$ cat config.mk
export PLATFORM = sky130hd
export DESIGN_NAME = iterative_divider
export DESIGN_NICKNAME = d
export VERILOG_FILES = /design/src/rtl/iterative_divider.sv
export SDC_FILE = /design/constraint.sdc
export NUM_CORES = 1
export LEC_CHECK = 0
export BUFFER_PORTS_ARGS = -buffer_cell sky130_fd_sc_hd__buf_2
export CAP_MARGIN = 20
export CORE_MARGIN = 2
export CORE_UTILIZATION = 59
export DETAILED_ROUTE_END_ITERATION = 10
export PLACE_DENSITY_LB_ADDON = 0.05
export SYNTH_ARGS = -nofsm -noshare
export SYNTH_HDL_FRONTEND = slang
export SYNTH_SLANG_ARGS = --single-unit
$ cat constraint.sdc
create_clock -name clk_in -period 19.85 [get_ports clk_in]
set_input_delay 2.9775 -clock clk_in [delete_from_list [all_inputs] [get_ports clk_in]]
set_output_delay 2.9775 -clock clk_in [all_outputs]
set_load 0.005 [all_outputs]
$ cat src/rtl/iterative_divider.sv
// Iterative restoring divider, signed or unsigned, one quotient bit per cycle.
// Operands are reduced to magnitudes on capture, divided MSB-first, and the
// signs are restored in a single fix-up cycle before the results are loaded.
module iterative_divider #(
  parameter int WIDTH = 32
) (
  input  logic             clk_in,
  input  logic             rst_in,
  input  logic             start_in,
  input  logic             signed_in,
  input  logic [WIDTH-1:0] A_in,
  input  logic [WIDTH-1:0] B_in,
  output logic             busy_out,
  output logic             done_out,
  output logic [WIDTH-1:0] Q_out,
  output logic [WIDTH-1:0] R_out,
  output logic             div_zero_out
);

  localparam int             CW      = $clog2(WIDTH + 1);
  localparam logic [CW-1:0]  STEPS   = CW'(WIDTH);
  localparam logic [CW-1:0]  CNT_ONE = CW'(1);

  typedef enum logic [1:0] {
    IDLE = 2'd0,
    CALC = 2'd1,
    FIX  = 2'd2,
    DONE = 2'd3
  } state_t;

  state_t             state_r;
  state_t             state_next_s;
  logic               accept_s;
  logic [CW-1:0]      count_r;
  logic [WIDTH-1:0]   quo_r;      // dividend bits shift out, quotient bits shift in
  logic [WIDTH-1:0]   div_r;      // divisor magnitude
  logic [WIDTH:0]     rem_r;      // partial remainder
  logic [WIDTH-1:0]   a_cap_r;    // raw dividend, returned as remainder on divide-by-zero
  logic               b_zero_r;
  logic               qneg_r;
  logic               rneg_r;
  logic [WIDTH-1:0]   a_mag_s;
  logic [WIDTH-1:0]   b_mag_s;
  logic [WIDTH+1:0]   wide_s;
  logic [WIDTH:0]     diff_s;
  logic               ge_s;
  logic [WIDTH-1:0]   q_fix_s;
  logic [WIDTH-1:0]   r_fix_s;

  // A new request is only taken when no division is in flight.
  assign accept_s = start_in && ((state_r == IDLE) || (state_r == DONE));

  // Operand magnitudes; the most-negative value maps to 2^(WIDTH-1) unsigned.
  always_comb begin
    a_mag_s = A_in;
    b_mag_s = B_in;
    if (signed_in && A_in[WIDTH-1]) begin
      a_mag_s = -A_in;
    end else begin
      a_mag_s = A_in;
    end
    if (signed_in && B_in[WIDTH-1]) begin
      b_mag_s = -B_in;
    end else begin
      b_mag_s = B_in;
    end
  end

  // One restoring step: shift in the next dividend bit and trial-subtract.
  always_comb begin
    wide_s = {rem_r, quo_r[WIDTH-1]};
    ge_s   = (wide_s >= {2'b00, div_r});
    diff_s = wide_s[WIDTH:0] - {1'b0, div_r};
  end

  // Sign correction and divide-by-zero substitution for the final results.
  always_comb begin
    q_fix_s = quo_r;
    r_fix_s = rem_r[WIDTH-1:0];
    if (b_zero_r) begin
      q_fix_s = '1;
      r_fix_s = a_cap_r;
    end else begin
      q_fix_s = qneg_r ? -quo_r : quo_r;
      r_fix_s = rneg_r ? -rem_r[WIDTH-1:0] : rem_r[WIDTH-1:0];
    end
  end

  // FSM state register.
  always_ff @(posedge clk_in or posedge rst_in) begin
    if (rst_in) begin
      state_r <= IDLE;
    end else begin
      state_r <= state_next_s;
    end
  end

  // FSM next-state logic; CALC leaves once all WIDTH steps are recorded.
  always_comb begin
    state_next_s = state_r;
    case (state_r)
      IDLE: begin
        if (start_in) begin
          state_next_s = CALC;
        end else begin
          state_next_s = IDLE;
        end
      end
      CALC: begin
        if (count_r == STEPS) begin
          state_next_s = FIX;
        end else begin
          state_next_s = CALC;
        end
      end
      FIX: begin
        state_next_s = DONE;
      end
      DONE: begin
        if (start_in) begin
          state_next_s = CALC;
        end else begin
          state_next_s = IDLE;
        end
      end
      default: begin
        state_next_s = IDLE;
      end
    endcase
  end

  // Datapath: capture operands on accept, then iterate the shift-subtract.
  always_ff @(posedge clk_in or posedge rst_in) begin
    if (rst_in) begin
      count_r  <= '0;
      quo_r    <= '0;
      div_r    <= '0;
      rem_r    <= '0;
      a_cap_r  <= '0;
      b_zero_r <= 1'b0;
      qneg_r   <= 1'b0;
      rneg_r   <= 1'b0;
    end else if (accept_s) begin
      count_r  <= '0;
      quo_r    <= a_mag_s;
      div_r    <= b_mag_s;
      rem_r    <= '0;
      a_cap_r  <= A_in;
      b_zero_r <= (B_in == '0);
      qneg_r   <= signed_in & (A_in[WIDTH-1] ^ B_in[WIDTH-1]);
      rneg_r   <= signed_in & A_in[WIDTH-1];
    end else if ((state_r == CALC) && (count_r != STEPS)) begin
      count_r <= count_r + CNT_ONE;
      if (ge_s) begin
        rem_r <= diff_s;
        quo_r <= {quo_r[WIDTH-2:0], 1'b1};
      end else begin
        rem_r <= wide_s[WIDTH:0];
        quo_r <= {quo_r[WIDTH-2:0], 1'b0};
      end
    end
  end

  // Registered status and result outputs; results load when leaving FIX.
  always_ff @(posedge clk_in or posedge rst_in) begin
    if (rst_in) begin
      busy_out     <= 1'b0;
      done_out     <= 1'b0;
      Q_out        <= '0;
      R_out        <= '0;
      div_zero_out <= 1'b0;
    end else begin
      busy_out <= (state_next_s == CALC) || (state_next_s == FIX);
      done_out <= (state_next_s == DONE);
      if (state_r == FIX) begin
        Q_out        <= q_fix_s;
        R_out        <= r_fix_s;
        div_zero_out <= b_zero_r;
      end
    end
  end

endmodule

==> results.sh, run 1 <==
export IMPL_status="completed"
export IMPL_crit_required_ns=20.23
export IMPL_fin_tns_setup_ns=0
export IMPL_ys_warn_count=0
export IMPL_end_kind="flip-flop"
export IMPL_hold_viol_final=0
export IMPL_place_ws_ns=13.98
export IMPL_root_buffer="clkbuf_16"
export IMPL_cp_slowest_cell="or4_1"
export IMPL_fin_crit_ns=5.28
export IMPL_start_util=0.598
export IMPL_htreeDepth=1
export IMPL_cp_arrival_ns=5.66
export IMPL_maxCapViolCount=0
export IMPL_clkLatencyLatePin_ns=0.51
export IMPL_ys_seq_area_frac=0.400
export IMPL_rsz0062_at_grt="false"
export IMPL_netlist_area_mm2=0.0130
export IMPL_fin_nets=1733
export IMPL_holdCritPathClass="flip-flop to flip-flop"
export IMPL_drc_errors=0
export IMPL_vias=11200
export IMPL_syn_to_final_growth_pct=12.1
export IMPL_crit_family="simple AND/OR/NAND/NOR gates"
export IMPL_path_max_fanout=5
export IMPL_finalNonFillerCells=1921
export IMPL_ys_ff_latch=207
export IMPL_drt_wl_total_um=32500
export IMPL_wl_per_cell_um=16.9
export IMPL_async_flop_share=1.00
export IMPL_grt_max_degree=135
export IMPL_slowest_delay_ns=0.58
export IMPL_port_buffers=134
export IMPL_grt_pass1_wl_um=54300
export IMPL_ant_nets=0
export IMPL_cts_buffers=24
export IMPL_post_route_period_util=0.266
export IMPL_switchingPower_mw=1.23
export IMPL_grt_pass1_vias=10700
export IMPL_initialDrtViolationCount=632
export IMPL_powerDensity_mw_per_mm2=189
export IMPL_drt_first_pass_iters=4
export IMPL_ctsHoldBuffers=0
export IMPL_antenna_found_initial=0
export IMPL_leakagePower_nw=6.51
export IMPL_gp_congestion=0.908
export IMPL_tightest_slew_ns=1.09
export IMPL_relSlewSlack=0.269
export IMPL_critPathLaunchType="primary input"
export IMPL_rows=54
export IMPL_cts_max_path_buffers=3
export IMPL_synthFlopType="dfrtp_1"
export IMPL_fp_coreArea_mm2=0.0217
export IMPL_die_x_um=152
export IMPL_setup_ws_ns=14.57
export IMPL_cts_sinks=207
export IMPL_worst_setup_path_type="primary input to flip-flop"
export IMPL_pwr_share_clk=0.161
export IMPL_path_clk_slew_ns=0.06
export IMPL_pwr_share_seq=0.300
export IMPL_post_cts_buffers=0
export IMPL_fin_util=0.670
export IMPL_die_h_um=152
export IMPL_syn_area_per_cell_um2=8.44
export IMPL_post_route_cells_drive_above_1_share=0.132
export IMPL_total_power_mw=2.75
export IMPL_setup_viol=0
export IMPL_cts_repair_resized=0
export IMPL_power_frac_comb=0.540
export IMPL_drv_slew=0
export IMPL_synth_edf_count=0
export IMPL_die_area_mm2=0.0232
export IMPL_viasPerCell=5.85
export IMPL_switching_share=0.447
export IMPL_grt_use_total=0.280
export IMPL_synth_net_count=1645
export IMPL_ios=135
export IMPL_synthCells=1536
export IMPL_dp_hpwl_um=23600
export IMPL_fin_skew_ns=0.0108
export IMPL_path_buf_inv=1
export IMPL_placedCellCount=1877
export IMPL_synth_cell_types=61
export IMPL_intPower_mw=1.52
export IMPL_gr_total_overflow=0
export IMPL_cts_tree="built"
export IMPL_cp_cell_sequence="buf_2, or4_1, or4_1, or4_1, nor2_1, and3_1, a31oi_1, xnor2_1, o21ai_0"
export IMPL_critical_path_most_common_cell="or4_1"
export IMPL_fmax_mhz=189
export IMPL_ir_worst_vdd_mv=0.0798
==> cells by family (layout without fill, tap and decap cells) <==
| family | count (synthesis) | after routing | share of synthesized area |
|---|---|---|---|
| mux | 30 | 30 | 0.0252 |
| other cells | 0 | 1 | 0 |
| buf+inv | 152 | 256 | 0.0482 |
| simple gates | 531 | 531 | 0.181 |
| compound gates | 439 | 439 | 0.214 |
| xor+xnor | 136 | 136 | 0.0919 |
| fa+ha+maj | 41 | 41 | 0.0402 |
| flops | 207 | 207 | 0.400 |
==> path summary, 6_finish.rpt <==
check                       startpoint          end  slack, ns  cells after the start
min in group asynchronous       rst_in    Q_out[29]       2.67                      2
min                        a_cap_r[27]  a_cap_r[27]       0.47                      2
max in group asynchronous       rst_in    rem_r[14]      15.70                      3
max reg2reg                  quo_r[31]    rem_r[15]      15.11                     12
max                            B_in[4]    div_r[28]      14.57                      9
min reg2reg                a_cap_r[27]  a_cap_r[27]       0.47                      2
==> synthesized netlist by cell type (3+ instances only) <==
cell	n	area (um2)
a211oi_1	12	90.1
a21o_1	20	150
a21oi_1	75	375
a311oi_1	12	105
a31oi_1	52	325
a41oi_1	3	26.3
and2_1	9	56.3
and3_1	15	93.8
buf_1	4	15.0
buf_2	4	20.0
clkbuf_1	68	255
clkbuf_8	3	41.3
dfrtp_1	207	5180
ha_1	40	500
inv_1	70	263
mux2_2	21	236
mux2i_1	9	90.1
nand2_1	286	1070
nand2b_1	10	62.6
nand3_1	21	105
nand4_1	15	93.8
nor2_1	101	379
nor2b_1	5	31.3
nor3_1	19	95.1
nor4_1	6	37.5
o211ai_1	3	22.5
o21a_1	6	45.0
o21ai_0	143	716
o21bai_1	7	52.6
o22a_1	28	245
o22ai_1	9	56.3
o31a_1	3	26.3
o31ai_1	31	233
o41ai_1	18	158
or2_2	3	18.8
or3_1	22	138
or3_4	3	33.8
or4_1	10	75.1
xnor2_1	74	648
xor2_1	62	543
==> registers in the layout (all words and copies together) (netlist names) <==
name / count
state_r: 2
rneg_r: 1
done_out: 1
Q_out: 32
div_zero_out: 1
busy_out: 1
a_cap_r: 32
rem_r: 33
b_zero_r: 1
qneg_r: 1
R_out: 32
quo_r: 32
div_r: 32
count_r: 6
==> power groups by stage <==
stage | clock (mW) | sequential, mW | combinational, mW
floorplan | 0 | 0.770 | 1.14
global placement | 0 | 0.821 | 1.45
detailed placement | 0 | 0.829 | 1.47
CTS | 0.450 | 0.824 | 1.48
global route | 0.468 | 0.856 | 1.68
finish | 0.443 | 0.825 | 1.49
==> worst register-to-register path: stages, from the launching register on <==
cell and delay, ns:
dfrtp_1 0.50, inv_1 0.24, ha_1 0.20, inv_1 0.05, fa_1 0.41, a21o_1 0.22
a221oi_1 0.55, o211ai_1 0.30, a41oi_1 0.54, a31o_2 0.38, nand2_1 0.67, a211o_1 0.48
a21oi_1 0.12
==> through the flow <==
step,cell area (um2),hold slack (ns)
after CTS,14500,0.473
after floorplan,13000,0.440
after global routing,14500,0.491
after global placement,13700,0.458
after detailed placement,13700,0.458
final,14500,0.468
==> layout by cell type (no fill, tap or decap), drive strengths merged, types with 4 or more instances in the layout <==
cell and instances:
nand2 286, dfrtp 207, o21ai 145, buf 144
nor2 101, a21oi 75, xnor2 74, inv 70
xor2 62, a31oi 52, ha 40, clkbuf 37
o31ai 32, o22a 28, or3 25, mux2 21
nand3 21, a21o 20, nor3 19, o41ai 18
and3 15, nand4 15, a211oi 12, a311oi 12
or4 12, nand2b 10, mux2i 9, o22ai 9
and2 9, o21bai 7, nor4 6, o21a 6
nor2b 5, or2 4
==> layout make-up <==
class | instances | area [um2]
Clock buffer | 37 | 721
Tap cell | 280 | 350
Inverter | 70 | 270
Sequential cell | 207 | 5180
Clock inverter | 5 | 75.1
Timing Repair Buffer | 144 | 758
Antenna cell | 1 | 2.50
Fill cell | 1853 | 7150
Multi-Input combinational cell | 1177 | 7180
==> routing by layer <==
layer  part of all wire  vias to the layer above  global-route usage
met1               0.45                     5316               0.384
met5                  0                        -                   0
met4              0.022                        0              0.0717
met3              0.043                       44              0.0287
li1                   -                     5601                   -
met2               0.48                      271               0.480
(Power assumes the default switching activity.)
==> inputs of run 2 (changes only) <==
- clock period: 19.85 -> 5 ns (I/O delays scaled with it)
==> results.sh, run 2 (synthesized netlist as in run 1, its figures left out) <==
export IMPL_status="completed"
export IMPL_grt_pass1_wl_um=54400
export IMPL_placedCellCount=1878
export IMPL_vias=11300
export IMPL_grt_use_total=0.281
export IMPL_ir_worst_vdd_mv=0.331
export IMPL_power_frac_comb=0.545
export IMPL_post_route_period_util=0.844
export IMPL_largest_register_ffs=33
export IMPL_crit_required_ns=5.43
export IMPL_nFillCells=1842
export IMPL_fin_crit_ns=4.22
export IMPL_cts_max_path_buffers=3
export IMPL_post_route_cells_drive_above_1_share=0.134
export IMPL_maxCapViolCount=0
export IMPL_regArea_mm2=0.00518
export IMPL_worst_setup_path_type="flip-flop to flip-flop"
export IMPL_grt_max_degree=158
export IMPL_post_cts_buffers=0
export IMPL_root_buffer="clkbuf_16"
export IMPL_rows=54
export IMPL_layout_common_cells="nand2_1, dfrtp_1, o21ai_0"
export IMPL_drt_first_pass_iters=5
export IMPL_critical_path_most_common_cell="inv_1"
export IMPL_path_clk_slew_ns=0.06
export IMPL_gr_total_overflow=0
export IMPL_critPathLaunchType="flip-flop"
export IMPL_start_util=0.598
export IMPL_ios=135
export IMPL_cts_tree="built"
export IMPL_fin_skew_ns=0.0113
export IMPL_path_max_fanout=27
export IMPL_tightest_slew_ns=1.06
export IMPL_leakagePower_nw=6.50
export IMPL_cts_repair_resized=0
export IMPL_intPower_mw=5.95
export IMPL_fp_coreArea_mm2=0.0217
export IMPL_antenna_found_initial=0
export IMPL_rsz0062_at_grt="false"
export IMPL_fin_nets=1733
export IMPL_die_area_mm2=0.0232
export IMPL_ant_nets=0
export IMPL_grt_pass1_vias=10700
export IMPL_regMostFlops="rem_r"
export IMPL_wl_per_cell_um=17.3
export IMPL_fmax_mhz=237
export IMPL_setup_viol=0
export IMPL_drt_wl_total_um=33200
export IMPL_gp_congestion=0.966
export IMPL_slowest_delay_ns=0.61
export IMPL_dp_hpwl_um=23900
export IMPL_holdCritPathClass="primary input to async pin"
export IMPL_finalNonFillerCells=1922
export IMPL_syn_to_final_growth_pct=12.1
export IMPL_htreeDepth=1
export IMPL_multi_input_area_mm2=0.00718
export IMPL_ctsHoldBuffers=0
export IMPL_drv_slew=0
export IMPL_hold_viol_final=0
export IMPL_port_buffers=134
export IMPL_cts_sinks=207
export IMPL_die_x_um=152
export IMPL_cp_slowest_cell="nand2_1"
export IMPL_cts_buffers=23
export IMPL_fin_util=0.670
export IMPL_switchingPower_mw=4.99
export IMPL_switching_share=0.456
export IMPL_final_common_cell="nand2_1"
export IMPL_drc_errors=0
export IMPL_pwr_share_clk=0.156
export IMPL_fin_tns_setup_ns=0
export IMPL_end_kind="flip-flop"
export IMPL_initialDrtViolationCount=685
export IMPL_cp_arrival_ns=4.65
export IMPL_pwr_share_seq=0.299
export IMPL_relSlewSlack=0.294
export IMPL_die_h_um=152
export IMPL_hold_ws_ns=0.426
export IMPL_powerDensity_mw_per_mm2=753
export IMPL_viasPerCell=5.90
export IMPL_clkLatencyLatePin_ns=0.52
export IMPL_cp_cell_sequence="inv_1, ha_1, inv_1, fa_1, a21o_1, a221oi_1, o211ai_1, a41oi_1, a31o_2, nand2_1, a211o_1, a21oi_1"
run 2: cell count changes in the layout (fill, tap and decap cells not counted), sizes merged:
cell and delta:
clkbuf -4, bufinv -1, buf +1, clkinv +2, clkinvlp +3
run 2: layout make-up:
type | instances | area share
diodes | 1 | 0.000172
clock buffers | 33 | 0.0463
clock inverters | 9 | 0.00620
inverters | 70 | 0.0183
multi-input cells | 1177 | 0.494
flip-flops and latches | 207 | 0.357
well taps | 280 | 0.0241
repair buffers | 145 | 0.0541
run 2: metrics by stage:
step	cell area, um2	setup WS [ns]	power (mW)
2_1_floorplan	13000	1.56	7.60
4_1_cts	14500	0.804	10.9
3_5_place_dp	13700	0.827	9.19
5_1_grt	14500	0.521	11.9
6_report	14500	0.782	10.9
3_3_place_gp	13700	1.00	9.03
run 2: per-layer routing:
layer	part of all wire	global-route usage	vias up	wire (um)
li1	-	-	5593	-
met1	0.45	0.392	5361	15100
met2	0.47	0.465	322	15600
met3	0.044	0.0279	56	1450
met4	0.032	0.0908	0	1050
met5	0	0	-	0
run 2: power by group through the flow:
stage	logic, mW	registers [mW]	clock network (mW)
floorplan	4.54	3.06	0
global placement	5.78	3.25	0
detailed placement	5.90	3.29	0
CTS	5.93	3.26	1.73
global route	6.70	3.39	1.80
finish	5.96	3.28	1.70
run 2: final timing paths:
kind / from / endpoint / slack [ns] / cells past startpoint
worst max-delay path: quo_r[31] / rem_r[15] / 0.78 / 12
worst min-delay path: rst_in / Q_out[29] / 0.43 / 3
worst max register to register: quo_r[31] / rem_r[15] / 0.78 / 12
worst min register to register: a_cap_r[27] / a_cap_r[27] / 0.47 / 2
max in group asynchronous: rst_in / div_r[7] / 3.86 / 3
min in group clk_in: A_in[13] / quo_r[13] / 0.46 / 2
run 2: critical path: cells and delay by family, from the launching register on:
family          cells  cell delay (ns)
compound gates      7             2.38
fa+ha+maj           2             0.59
buf+inv             2             0.16
flops               1             0.40
simple gates        1             0.61
